$ cat src/rtl/pe_wavefront_scheduler_if.sv
// Interface bundling the scheduler's job, PE-array and status signals.
// The scheduler connects through the slave modport; the front-end / PE
// array side (or a testbench) uses the master modport.
`timescale 1ns/1ps

interface pe_wavefront_scheduler_if #(
    parameter int NUM_PE = 8,
    parameter int LEN_W  = 8,
    parameter int TAG_W  = 8
) ();
    logic              start;
    logic [LEN_W-1:0]  read_len;
    logic [LEN_W-1:0]  hap_len;
    logic              global_stall;
    logic [NUM_PE-1:0] pe_done;
    logic [NUM_PE-1:0] pe_stall;
    logic [NUM_PE-1:0] pe_enable;
    logic              pe_advance;
    logic              set_tb_special;
    logic [TAG_W-1:0]  tag_out;
    logic [LEN_W:0]    diag;
    logic              busy;
    logic              job_done;
    logic              len_err;
    logic              timeout_err;

    modport slave (
        input  start, read_len, hap_len, global_stall, pe_done, pe_stall,
        output pe_enable, pe_advance, set_tb_special, tag_out, diag,
               busy, job_done, len_err, timeout_err
    );

    modport master (
        output start, read_len, hap_len, global_stall, pe_done, pe_stall,
        input  pe_enable, pe_advance, set_tb_special, tag_out, diag,
               busy, job_done, len_err, timeout_err
    );
endinterface

$ cat src/rtl/pe_wavefront_scheduler.sv
// Wavefront scheduler for a linear array of NUM_PE Pair-HMM processing
// elements. Read row i runs on PE i while the haplotype streams through as
// columns; the scheduler walks anti-diagonals 0 .. read_len+hap_len-2,
// enabling the PEs that own a cell on the current diagonal, waiting for them
// to finish, then issuing one broadcast advance per diagonal.
// Optional feature: define SCHED_TIMEOUT_EN to add a per-diagonal watchdog
// (parameter TIMEOUT_CYC); without it timeout_err is tied low.
`timescale 1ns/1ps

module pe_wavefront_scheduler #(
    parameter int NUM_PE = 8,
    parameter int LEN_W  = 8,
    parameter int TAG_W  = 8
`ifdef SCHED_TIMEOUT_EN
    ,
    parameter int TIMEOUT_CYC = 1024
`endif
) (
    input  logic                    clock,
    input  logic                    reset,
    pe_wavefront_scheduler_if.slave sif
);

    typedef enum logic [1:0] {
        S_IDLE = 2'd0,
        S_WAIT = 2'd1,
        S_ADV  = 2'd2,
        S_FIN  = 2'd3
    } state_t;

    localparam logic [LEN_W:0] DIAG_TWO = (LEN_W+1)'(2);

    state_t            state_q, state_d;
    logic [LEN_W:0]    diag_q, diag_d;
    logic [LEN_W-1:0]  rlen_q, rlen_d;
    logic [LEN_W-1:0]  hlen_q, hlen_d;
    logic [TAG_W-1:0]  tag_q, tag_d;
    logic [NUM_PE-1:0] en_q, en_d;
    logic              len_err_q, len_err_d;

    logic              len_ok;
    logic              stall_any;
    logic              all_done;
    logic              can_adv;
    logic              last_diag;
    logic [LEN_W:0]    last_idx;
    logic [LEN_W:0]    diag_inc;
    logic              wd_expired;

    // PE i owns cell (row i, column d-i); it is active when that cell exists.
    function automatic logic [NUM_PE-1:0] enable_mask(input logic [LEN_W:0]   d,
                                                      input logic [LEN_W-1:0] r,
                                                      input logic [LEN_W-1:0] h);
        logic [NUM_PE-1:0] m;
        m = '0;
        for (int i = 0; i < NUM_PE; i++) begin
            if ((i < int'(r)) && (i <= int'(d)) && ((int'(d) - i) < int'(h))) begin
                m[i] = 1'b1;
            end
        end
        return m;
    endfunction

    assign len_ok    = (sif.read_len != '0) && (sif.hap_len != '0) &&
                       (int'(sif.read_len) <= NUM_PE);
    assign stall_any = sif.global_stall | (|sif.pe_stall);
    // Idle PEs are masked out so only enabled PEs can hold the diagonal.
    assign all_done  = &(sif.pe_done | ~en_q);
    assign can_adv   = all_done && !stall_any;
    assign last_idx  = {1'b0, rlen_q} + {1'b0, hlen_q} - DIAG_TWO;
    assign last_diag = (diag_q == last_idx);
    assign diag_inc  = diag_q + 1'b1;

`ifdef SCHED_TIMEOUT_EN
    localparam int CNT_W = $clog2(TIMEOUT_CYC) + 1;

    logic [CNT_W-1:0] cnt_q, cnt_d;
    logic             to_err_q, to_err_d;

    assign wd_expired = (cnt_q == CNT_W'(TIMEOUT_CYC - 1));

    // Watchdog next state: counts every WAIT cycle (stalls included), zero elsewhere.
    always_comb begin
        cnt_d    = (state_q == S_WAIT) ? cnt_q + 1'b1 : '0;
        to_err_d = (state_q == S_WAIT) && (state_d == S_IDLE);
    end

    // Watchdog registers.
    always_ff @(posedge clock) begin
        if (reset) begin
            cnt_q    <= '0;
            to_err_q <= 1'b0;
        end else begin
            cnt_q    <= cnt_d;
            to_err_q <= to_err_d;
        end
    end

    assign sif.timeout_err = to_err_q;
`else
    assign wd_expired      = 1'b0;
    assign sif.timeout_err = 1'b0;
`endif

    // FSM state register.
    always_ff @(posedge clock) begin
        if (reset) begin
            state_q <= S_IDLE;
        end else begin
            state_q <= state_d;
        end
    end

    // FSM next-state logic; advancing takes priority over a watchdog expiry.
    always_comb begin
        state_d = state_q;
        case (state_q)
            S_IDLE: if (sif.start && len_ok) state_d = S_WAIT;
            S_WAIT: begin
                if (can_adv) begin
                    state_d = S_ADV;
                end else if (wd_expired) begin
                    state_d = S_IDLE;
                end
            end
            S_ADV:  state_d = last_diag ? S_FIN : S_WAIT;
            S_FIN:  state_d = S_IDLE;
            default: state_d = S_IDLE;
        endcase
    end

    // Job registers next state: lengths, tag, diagonal, enables, length error.
    always_comb begin
        rlen_d    = rlen_q;
        hlen_d    = hlen_q;
        tag_d     = tag_q;
        diag_d    = diag_q;
        en_d      = en_q;
        len_err_d = 1'b0;
        case (state_q)
            S_IDLE: begin
                if (sif.start) begin
                    if (len_ok) begin
                        rlen_d = sif.read_len;
                        hlen_d = sif.hap_len;
                        tag_d  = tag_q + 1'b1;
                        diag_d = '0;
                        en_d   = enable_mask('0, sif.read_len, sif.hap_len);
                    end else begin
                        len_err_d = 1'b1;
                    end
                end
            end
            S_WAIT: begin
                if (state_d == S_IDLE) en_d = '0;
            end
            S_ADV: begin
                if (last_diag) begin
                    en_d = '0;
                end else begin
                    diag_d = diag_inc;
                    en_d   = enable_mask(diag_inc, rlen_q, hlen_q);
                end
            end
            default: en_d = '0;
        endcase
    end

    // Job registers.
    always_ff @(posedge clock) begin
        if (reset) begin
            rlen_q    <= '0;
            hlen_q    <= '0;
            tag_q     <= '0;
            diag_q    <= '0;
            en_q      <= '0;
            len_err_q <= 1'b0;
        end else begin
            rlen_q    <= rlen_d;
            hlen_q    <= hlen_d;
            tag_q     <= tag_d;
            diag_q    <= diag_d;
            en_q      <= en_d;
            len_err_q <= len_err_d;
        end
    end

    // FSM outputs decoded from the current state.
    always_comb begin
        sif.pe_advance     = (state_q == S_ADV);
        sif.job_done       = (state_q == S_FIN);
        sif.busy           = (state_q != S_IDLE);
        sif.set_tb_special = (state_q == S_WAIT) && (diag_q == '0);
    end

    assign sif.pe_enable = en_q;
    assign sif.tag_out   = tag_q;
    assign sif.diag      = diag_q;
    assign sif.len_err   = len_err_q;

endmodule

$ cat src/flat_wrapper.sv
// flat-port wrapper written by rule: the top's interface ports become plain ports
module pe_wavefront_scheduler_flat 
#(
    parameter int NUM_PE = 8,
    parameter int LEN_W  = 8,
    parameter int TAG_W  = 8

)
  (clock, reset, sif_start, sif_read_len, sif_hap_len, sif_global_stall, sif_pe_done, sif_pe_stall, sif_pe_enable, sif_pe_advance, sif_set_tb_special, sif_tag_out, sif_diag, sif_busy, sif_job_done, sif_len_err, sif_timeout_err);
  pe_wavefront_scheduler_if #(.NUM_PE(NUM_PE), .LEN_W(LEN_W), .TAG_W(TAG_W)) sif_i ();
  input  logic clock;
  input  logic reset;
  input wire logic [$bits(sif_i.start)-1:0] sif_start;
  input wire logic [$bits(sif_i.read_len)-1:0] sif_read_len;
  input wire logic [$bits(sif_i.hap_len)-1:0] sif_hap_len;
  input wire logic [$bits(sif_i.global_stall)-1:0] sif_global_stall;
  input wire logic [$bits(sif_i.pe_done)-1:0] sif_pe_done;
  input wire logic [$bits(sif_i.pe_stall)-1:0] sif_pe_stall;
  output wire logic [$bits(sif_i.pe_enable)-1:0] sif_pe_enable;
  output wire logic [$bits(sif_i.pe_advance)-1:0] sif_pe_advance;
  output wire logic [$bits(sif_i.set_tb_special)-1:0] sif_set_tb_special;
  output wire logic [$bits(sif_i.tag_out)-1:0] sif_tag_out;
  output wire logic [$bits(sif_i.diag)-1:0] sif_diag;
  output wire logic [$bits(sif_i.busy)-1:0] sif_busy;
  output wire logic [$bits(sif_i.job_done)-1:0] sif_job_done;
  output wire logic [$bits(sif_i.len_err)-1:0] sif_len_err;
  output wire logic [$bits(sif_i.timeout_err)-1:0] sif_timeout_err;
  assign sif_i.start = sif_start;
  assign sif_i.read_len = sif_read_len;
  assign sif_i.hap_len = sif_hap_len;
  assign sif_i.global_stall = sif_global_stall;
  assign sif_i.pe_done = sif_pe_done;
  assign sif_i.pe_stall = sif_pe_stall;
  assign sif_pe_enable = sif_i.pe_enable;
  assign sif_pe_advance = sif_i.pe_advance;
  assign sif_set_tb_special = sif_i.set_tb_special;
  assign sif_tag_out = sif_i.tag_out;
  assign sif_diag = sif_i.diag;
  assign sif_busy = sif_i.busy;
  assign sif_job_done = sif_i.job_done;
  assign sif_len_err = sif_i.len_err;
  assign sif_timeout_err = sif_i.timeout_err;
  pe_wavefront_scheduler #(.NUM_PE(NUM_PE), .LEN_W(LEN_W), .TAG_W(TAG_W)) u_core (.clock(clock), .reset(reset), .sif(sif_i));
endmodule
$ cat config.mk
export PLATFORM = sky130hd
export DESIGN_NAME = pe_wavefront_scheduler_flat
export DESIGN_NICKNAME = d
export VERILOG_FILES = /design/src/rtl/pe_wavefront_scheduler_if.sv /design/src/rtl/pe_wavefront_scheduler.sv /design/src/flat_wrapper.sv
export SDC_FILE = /design/constraint.sdc
export NUM_CORES = 1
export LEC_CHECK = 0
export BUFFER_PORTS_ARGS = -buffer_cell sky130_fd_sc_hd__buf_2
export CORE_MARGIN = 2
export CORE_UTILIZATION = 59
export DETAILED_ROUTE_END_ITERATION = 8
export PLACE_DENSITY = 0.82
export SKIP_LAST_GASP = 1
export SYNTH_ARGS = -nofsm -noshare
export SYNTH_HDL_FRONTEND = slang
export SYNTH_SLANG_ARGS = --single-unit
$ cat constraint.sdc
create_clock -name clock -period 3.9 [get_ports clock]
set_clock_uncertainty 0.15 [all_clocks]
set_input_delay 0.585 -clock clock [delete_from_list [all_inputs] [get_ports clock]]
set_output_delay 0.585 -clock clock [all_outputs]
set_load 0.02 [all_outputs]
==> impl_results.md, run 1 <==
- CORE AREA: 7690 um^2
- Rows: 32
- Worst Setup EP: u_core.sif.diag[8]$_SDFFE_PP0P_
- Yosys top cell by area: ha_1
- Average wire per standard cell: 17.3 um
- CTS tree: built
- Worst-margin pin slew: 0.921 ns
- Die area: 8650 um^2
- Global-route wire length before repair: 21.8 mm
- Worst R2R Setup Slack: 0.19 ns
- Register Area: 881 um^2
- Post-Syn Area: 4670 um^2
- Share of cells above drive strength 1: 0.177
- Synth top area cells: ha_1 20%, dfxtp_1 19%, xnor2_1 10%
- Share of async-settable or async-resettable flops after synthesis: 0
- Worst setup margin: 0.186 ns
- FF-to-FF Start: u_core.rlen_q[1]$_SDFFE_PP0P_
- DR pass1 iterations: 6
- # DRC: 0
- Initial DRC count: 404
- Layout Nets: 783
- CTS Root Cell: clkbuf_8
- Slew Viols, Final: 0
- Tcrit/Tclk final: 0.952
- Post-synthesis instance total: 600
- VDD IR max: 227 uV
- RSZ-0062 raised after global routing: no
- Clock sinks: 44
- GPL Wtd Cong: 1.00
- Clock buffer depth: 2
- Clk pin slew, worst setup/hold paths: 0.09 ns
- Worst endpoint data arrival time: 3.80 ns
- Die width: 93 um
- Avg Inst Size Synth: 7.79 um^2
- Total power: 0.899 mW
- Worst slack, placed: 0.0400 ns
- Die outline height: 93 um
- Worst skew pair latency: 0.30 ns
- Max H-tree Level: 2
- Sequential-to-total area share from yosys stat: 0.188
- Routed WL: 13.4 mm
- Routed Antenna Nets: 0
- Filler instances: 635
- CTS Buf Count: 5
- Ports: 67
- R2R depth: 14
- Half-perimeter wire length after placement: 10.6 mm
- Area of the multi-input gates: 3440 um^2
- Initial Utilization: 0.608
- Initial antenna violation count: 0
- Min Tclk post-route: 3.71 ns
- Setup CP Type: flip-flop to flip-flop
- Mapped Nets: 711
- Max Cap Viol: 0
- GRT Total Usage: 0.314
- Post-synthesis register bit count: 44
- ANT cells: 0
- Lkg Pwr: 2.40 nW
- End of the worst register-to-register path: u_core.sif.diag[8]$_SDFFE_PP0P_
- Largest net degree at the start of global routing: 41
- Number of flops mapped to enable cells by yosys: 0
- Status: completed
- Synth cell types: 68
- Layout area overhead: 13.5%
- Worst Path Required: 3.98 ns
- Crit end category: flip-flop
- Fin Setup TNS: 0 ns
- CP Max Fanout: 11
- IO buf count: 65
- Via count: 4,648
- Vias per cell: 6.00
- Top cell type's share of synthesized area: 0.198
- Worst Hold Class: flip-flop to flip-flop
- GRT overflow: 0
- CTS-repair resized insts: 0
- Fmax: 269 MHz
- Vias in the first global route: 4,601
- Pwr Density: 170 nW/um^2
- Rel. slew slack: 0.382
- Top_reg_cell synth: dfxtp_1
- Crit path launch type: flip-flop
- Syn. warnings: 0
- Worst setup startpoint: u_core.rlen_q[1]$_SDFFE_PP0P_
- Final Hold Viols: 0
- Final setup vio count: 0
## report_power, final
group          leakage (nW)  switching [mW]  internal (mW)  total [mW]
Combinational          1.98          0.0399         0.0309      0.0708
Clock                0.0614           0.167          0.210       0.376
Sequential            0.355         0.00163          0.451       0.452
Total                  2.40           0.208          0.691       0.899
## worst min-delay path by stage
stage                                  startpoint                             to  slack (ns)  cells past startpoint
floorplan           u_core.hlen_q[1]$_SDFFE_PP0P_  u_core.hlen_q[1]$_SDFFE_PP0P_        0.29                      2
CTS                 u_core.hlen_q[6]$_SDFFE_PP0P_  u_core.hlen_q[6]$_SDFFE_PP0P_        0.31                      2
global route        u_core.hlen_q[4]$_SDFFE_PP0P_  u_core.hlen_q[4]$_SDFFE_PP0P_        0.34                      2
detailed placement  u_core.hlen_q[6]$_SDFFE_PP0P_  u_core.hlen_q[6]$_SDFFE_PP0P_        0.30                      2
global placement    u_core.hlen_q[7]$_SDFFE_PP0P_  u_core.hlen_q[7]$_SDFFE_PP0P_        0.29                      2
finish              u_core.hlen_q[4]$_SDFFE_PP0P_  u_core.hlen_q[4]$_SDFFE_PP0P_        0.31                      2
## stage by stage
stage,utilization,instance area [um^2],hold slack [ns],std cells
after detailed placement,0.672,5170,0.299,765
after global placement,0.672,5170,0.293,765
after CTS,0.688,5290,0.311,773
final,0.690,5310,0.311,775
after floorplan,-,4670,0.286,600
after global routing,0.690,5310,0.339,775
## sequential cells by signal, summed over array words and instances, names as in the netlist
register / flops
u_core.sif.tag_out: 8
u_core.hlen_q: 8
u_core.state_q: 2
u_core.sif.diag: 9
u_core.sif.len_err: 1
u_core.sif.pe_enable: 8
u_core.rlen_q: 8
## critical path: stages, from the launching register on
cell and delay [ns]:
dfxtp_1 0.50, inv_1 0.11, ha_1 0.28, inv_1 0.04
ha_1 0.22, fa_1 0.42, a211oi_1 0.29, nor2_1 0.11
xnor2_1 0.14, nor4_1 0.48, a41oi_2 0.16, buf_4 0.21
buf_4 0.17, mux2_2 0.27, nor2_1 0.10
## Yosys cell counts (3+ instances only)
cell type  count
a21boi_0       4
nand4_1        7
nor4_1         7
a31oi_1        4
mux2i_1        4
o32ai_1        4
a211oi_1       3
clkbuf_1      13
nor3_1        14
nor2_1        38
o2111ai_1      3
inv_1         51
buf_4          6
and2_1         3
o22ai_1        3
inv_2          4
or4_1          3
a32o_1         6
o21a_1         3
nor2b_1        6
mux2_2         4
nand3_1       16
ha_1          74
nand2b_1       7
dfxtp_1       44
or3_1          6
xor2_1         9
o21bai_1       3
and3_1         3
a21o_1        10
a21oi_1       40
buf_2          5
nand2_1       74
xnor2_1       55
o21ai_0       22
a2111oi_0      4
## logic make-up after synthesis
logic type	Yosys count	synth area share
mux	8	0.0182
simple gates	197	0.201
fa+ha+maj	75	0.202
buf+inv	82	0.0752
compound gates	127	0.187
flops	44	0.188
xor+xnor	66	0.127
other cells	1	0.000802
## cells in the final DEF, fill, tap and decap left out, types with 6 or more instances in the layout
master | Yosys | routed
nor2b_1 | 6 | 6
buf_2 | 5 | 65
xnor2_1 | 55 | 55
nor3_1 | 14 | 14
buf_4 | 6 | 27
nand4_1 | 7 | 7
clkbuf_8 | 0 | 6
inv_1 | 51 | 51
a21o_1 | 10 | 10
nand2_1 | 74 | 74
o21ai_0 | 22 | 22
a21oi_1 | 40 | 40
xor2_1 | 9 | 9
nor2_1 | 38 | 38
or3_1 | 6 | 6
nor4_1 | 7 | 7
ha_1 | 74 | 74
a32o_1 | 6 | 6
dfxtp_1 | 44 | 44
nand3_1 | 16 | 16
nand2b_1 | 7 | 7
## repair_timing
action	in CTS	in global routing
endpoints found under the setup margin	0	14
setup buffers	0	2
hold buffers	0	0
hold endpoints to repair	0	0
## area by class of cell
cell class | count | share of cell area
clock buffer | 6 | 0.0156
clock inverter | 2 | 0.00731
inverter | 55 | 0.0389
multi-input combinational | 474 | 0.649
sequential | 44 | 0.166
tap | 102 | 0.0241
timing repair buffer | 92 | 0.0995
## metal layers
metal | up-vias | global-route usage | wire (um)
met5 | - | 0 | 0
li1 | 2238 | - | -
met2 | 227 | 0.530 | 6270
met3 | 55 | 0.0443 | 927
met4 | 0 | 0.162 | 721
met1 | 2128 | 0.390 | 5500
(Power assumes the default switching activity.)
==> run 2, diff against run 1 <==
--- a/config.mk
+++ b/config.mk
@@ -7,9 +7,8 @@
 export LEC_CHECK = 0
 export BUFFER_PORTS_ARGS = -buffer_cell sky130_fd_sc_hd__buf_2
 export CORE_MARGIN = 2
-export CORE_UTILIZATION = 59
+export CORE_UTILIZATION = 39
 export DETAILED_ROUTE_END_ITERATION = 8
-export PLACE_DENSITY = 0.82
 export SKIP_LAST_GASP = 1
 export SYNTH_ARGS = -nofsm -noshare
 export SYNTH_HDL_FRONTEND = slang
==> constraint.sdc (replaced) <==
create_clock -name clock -period 4.5 [get_ports clock]
set_clock_uncertainty 0.15 [all_clocks]
set_input_delay 0.675 -clock clock [delete_from_list [all_inputs] [get_ports clock]]
set_output_delay 0.675 -clock clock [all_outputs]
set_load 0.02 [all_outputs]
==> impl_results.md, run 2 (same netlist as run 1, synthesis figures left out) <==
- Vias in the first global route: 4,289 (-6.8%)
- Initial DRC count: 325 (-20%)
- CTS Hold Bufs: 0 (unchanged)
- Die width: 113 um (+22%)
- Initial Utilization: 0.404 (-0.204)
- Worst-margin pin slew: 0.891 ns (-0.0293 ns)
- Clk pin slew, worst setup/hold paths: 0.07 ns (-0.02 ns)
- Initial antenna violation count: 0 (unchanged)
- End of the worst register-to-register path: u_core.sif.pe_enable[2]$_SDFFE_PP0P_
- Ports: 67 (unchanged)
- ANT cells: 0 (unchanged)
- Die area: 12,900 um^2 (+49%)
- Setup CP Type: flip-flop to flip-flop
- Layout area overhead: 13.3%
- DR pass1 iterations: 5 (-1)
- Crit-path cells: inv_1, ha_1, inv_1, ha_1, fa_1, a211oi_1, nor2_1, xnor2_1, nor4_1, a41oi_2, and2b_1, a32o_1
- Min Tclk post-route: 4.01 ns (+0.292 ns)
- Clock sinks: 44 (unchanged)
- Final Hold Viols: 0 (unchanged)
- Worst Path Required: 4.54 ns (+0.56 ns)
- Final setup vio count: 0 (unchanged)
- Tcrit/Tclk final: 0.890 (-0.0621)
- Via count: 4,406 (-5.2%)
- Hold path cells: 2 (unchanged)
- Rows: 39 (+22%)
- Most frequent cells in the layout: 74 x nand2_1, 74 x ha_1, 65 x buf_2
- Worst endpoint data arrival time: 4.04 ns (+0.24 ns)
- RSZ-0062 raised after global routing: no
- Slowest CP cell: a41oi_2
- Max reg flops: 9 (unchanged)
- GRT overflow: 0 (unchanged)
- Slew Viols, Final: 0 (unchanged)
- Max H-tree Level: 2 (unchanged)
- Routed Antenna Nets: 0 (unchanged)
- VDD IR max: 153 uV (-32%)
- CTS tree: built
- Worst R2R Setup Slack: 0.49 ns (+0.31 ns)
- Largest net degree at the start of global routing: 41 (unchanged)
- CTS-repair resized insts: 0 (unchanged)
- Vias per cell: 5.50 (-8.3%)
- Crit end category: flip-flop
- CORE AREA: 11,600 um^2 (+50%)
- Worst Hold Endpoint: u_core.hlen_q[3]$_SDFFE_PP0P_
- Fin Setup TNS: 0 ns (unchanged)
- Critical Path Max Stage Delay: 0.54 ns (+0.04 ns)
- IO buf count: 65 (unchanged)
- Worst Hold Class: flip-flop to flip-flop
- Half-perimeter wire length after placement: 10.7 mm (+1.1%)
- CTS Root Cell: clkbuf_16
- HP Start: u_core.hlen_q[3]$_SDFFE_PP0P_
- Max Cap Viol: 0 (unchanged)
- GRT Total Usage: 0.218 (-0.0967)
- Routed WL: 13.6 mm (+1.6%)
- DP Cell Count: 793 (+3.7%)
- CTS Buf Count: 5 (unchanged)
- Clock buffer depth: 2 (unchanged)
- Status: completed
- Layout Nets: 768 (-1.9%)
- Die outline height: 113 um (+22%)
- GPL Wtd Cong: 0.951 (-5.0%)
- Fmax: 250 MHz (-7.3%)
- FF-to-FF Start: u_core.rlen_q[1]$_SDFFE_PP0P_
- Global-route wire length before repair: 22.3 mm (+2.3%)
- # Post-CTS Setup Buffers: 0 (unchanged)
- Crit path launch type: flip-flop
- Non-filler cells, final: 801 (+3.4%)
- Lkg Pwr: 2.34 nW (-2.3%)
- Average wire per standard cell: 17.0 um (-1.7%)
- CP Max Fanout: 16 (+5)
- Share of cells above drive strength 1: 0.158 (-0.0188)
- Worst skew pair latency: 0.29 ns (about the same)
- # DRC: 0 (unchanged)
- Pwr Density: 169 nW/um^2 (-0.52%)
- Rel. slew slack: 0.402 (+0.0197)
- Fin util: 0.458 (-0.232)
- R2R depth: 12 (-2)
-- run 2: changes by cell type in the layout (fill, tap and decap cells not counted) --
cell	delta
clkbuf_16	+5
clkinv_4	-1
buf_4	-15
clkbuf_8	-6
clkinvlp_4	+1
inv_6	+1
-- run 2: how the worst max path moves through the flow --
stage	startpoint	end	slack, ns	cells past startpoint
after global placement	u_core.rlen_q[1]$_SDFFE_PP0P_	u_core.sif.pe_enable[1]$_SDFFE_PP0P_	0.54	12
after detailed placement	u_core.rlen_q[1]$_SDFFE_PP0P_	u_core.sif.pe_enable[2]$_SDFFE_PP0P_	0.52	12
after floorplan	u_core.sif.diag[0]$_SDFFE_PP0P_	u_core.sif.pe_enable[2]$_SDFFE_PP0P_	0.85	15
after global routing	u_core.rlen_q[1]$_SDFFE_PP0P_	u_core.sif.pe_enable[2]$_SDFFE_PP0P_	0.22	12
after CTS	u_core.rlen_q[1]$_SDFFE_PP0P_	u_core.sif.pe_enable[2]$_SDFFE_PP0P_	0.50	12
final	u_core.rlen_q[1]$_SDFFE_PP0P_	u_core.sif.pe_enable[2]$_SDFFE_PP0P_	0.49	12
-- run 2: metrics by stage --
| stage | total power, mW | worst slack, ns | area (um^2) | hold WS (ns) |
|---|---|---|---|---|
| 6_report | 0.893 | 0.493 | 5290 | 0.311 |
| 5_1_grt | 0.925 | 0.217 | 5290 | 0.326 |
| 4_1_cts | 0.897 | 0.496 | 5290 | 0.309 |
| 3_5_place_dp | 0.462 | 0.515 | 5120 | 0.300 |
| 3_3_place_gp | 0.461 | 0.541 | 5120 | 0.294 |
| 2_1_floorplan | 0.435 | 0.850 | 4670 | 0.286 |
-- run 2: routing by layer --
metal	GRT usage	share of wire	vias up
li1	-	-	2204
met2	0.358	0.46	119
met1	0.292	0.46	2055
met5	0	0	-
met4	0.0854	0.033	0
met3	0.0255	0.048	28
-- run 2: power by group --
part           leakage, nW  total (mW)  switching [mW]  internal [mW]
clock               0.0804       0.440           0.175          0.264
combinational         1.91      0.0607          0.0342         0.0265
sequential           0.355       0.392         0.00162          0.391
-- run 2: critical path, delay by kind of cell, from the launching register on --
kind            cells  cell delay, ns
compound gates      3            1.08
simple gates        3            0.94
fa+ha+maj           3            0.92
flops               1            0.50
buf+inv             2            0.17
xor+xnor            1            0.13
-- run 2: cell type report --
type | instances | area [um^2]
clock inverter | 3 | 46.3
fill | 1152 | 6270
inverter | 55 | 206
multi-input combinational | 474 | 3440
sequential | 44 | 881
timing repair buffer | 77 | 415
clock buffer | 5 | 125
tap | 143 | 179
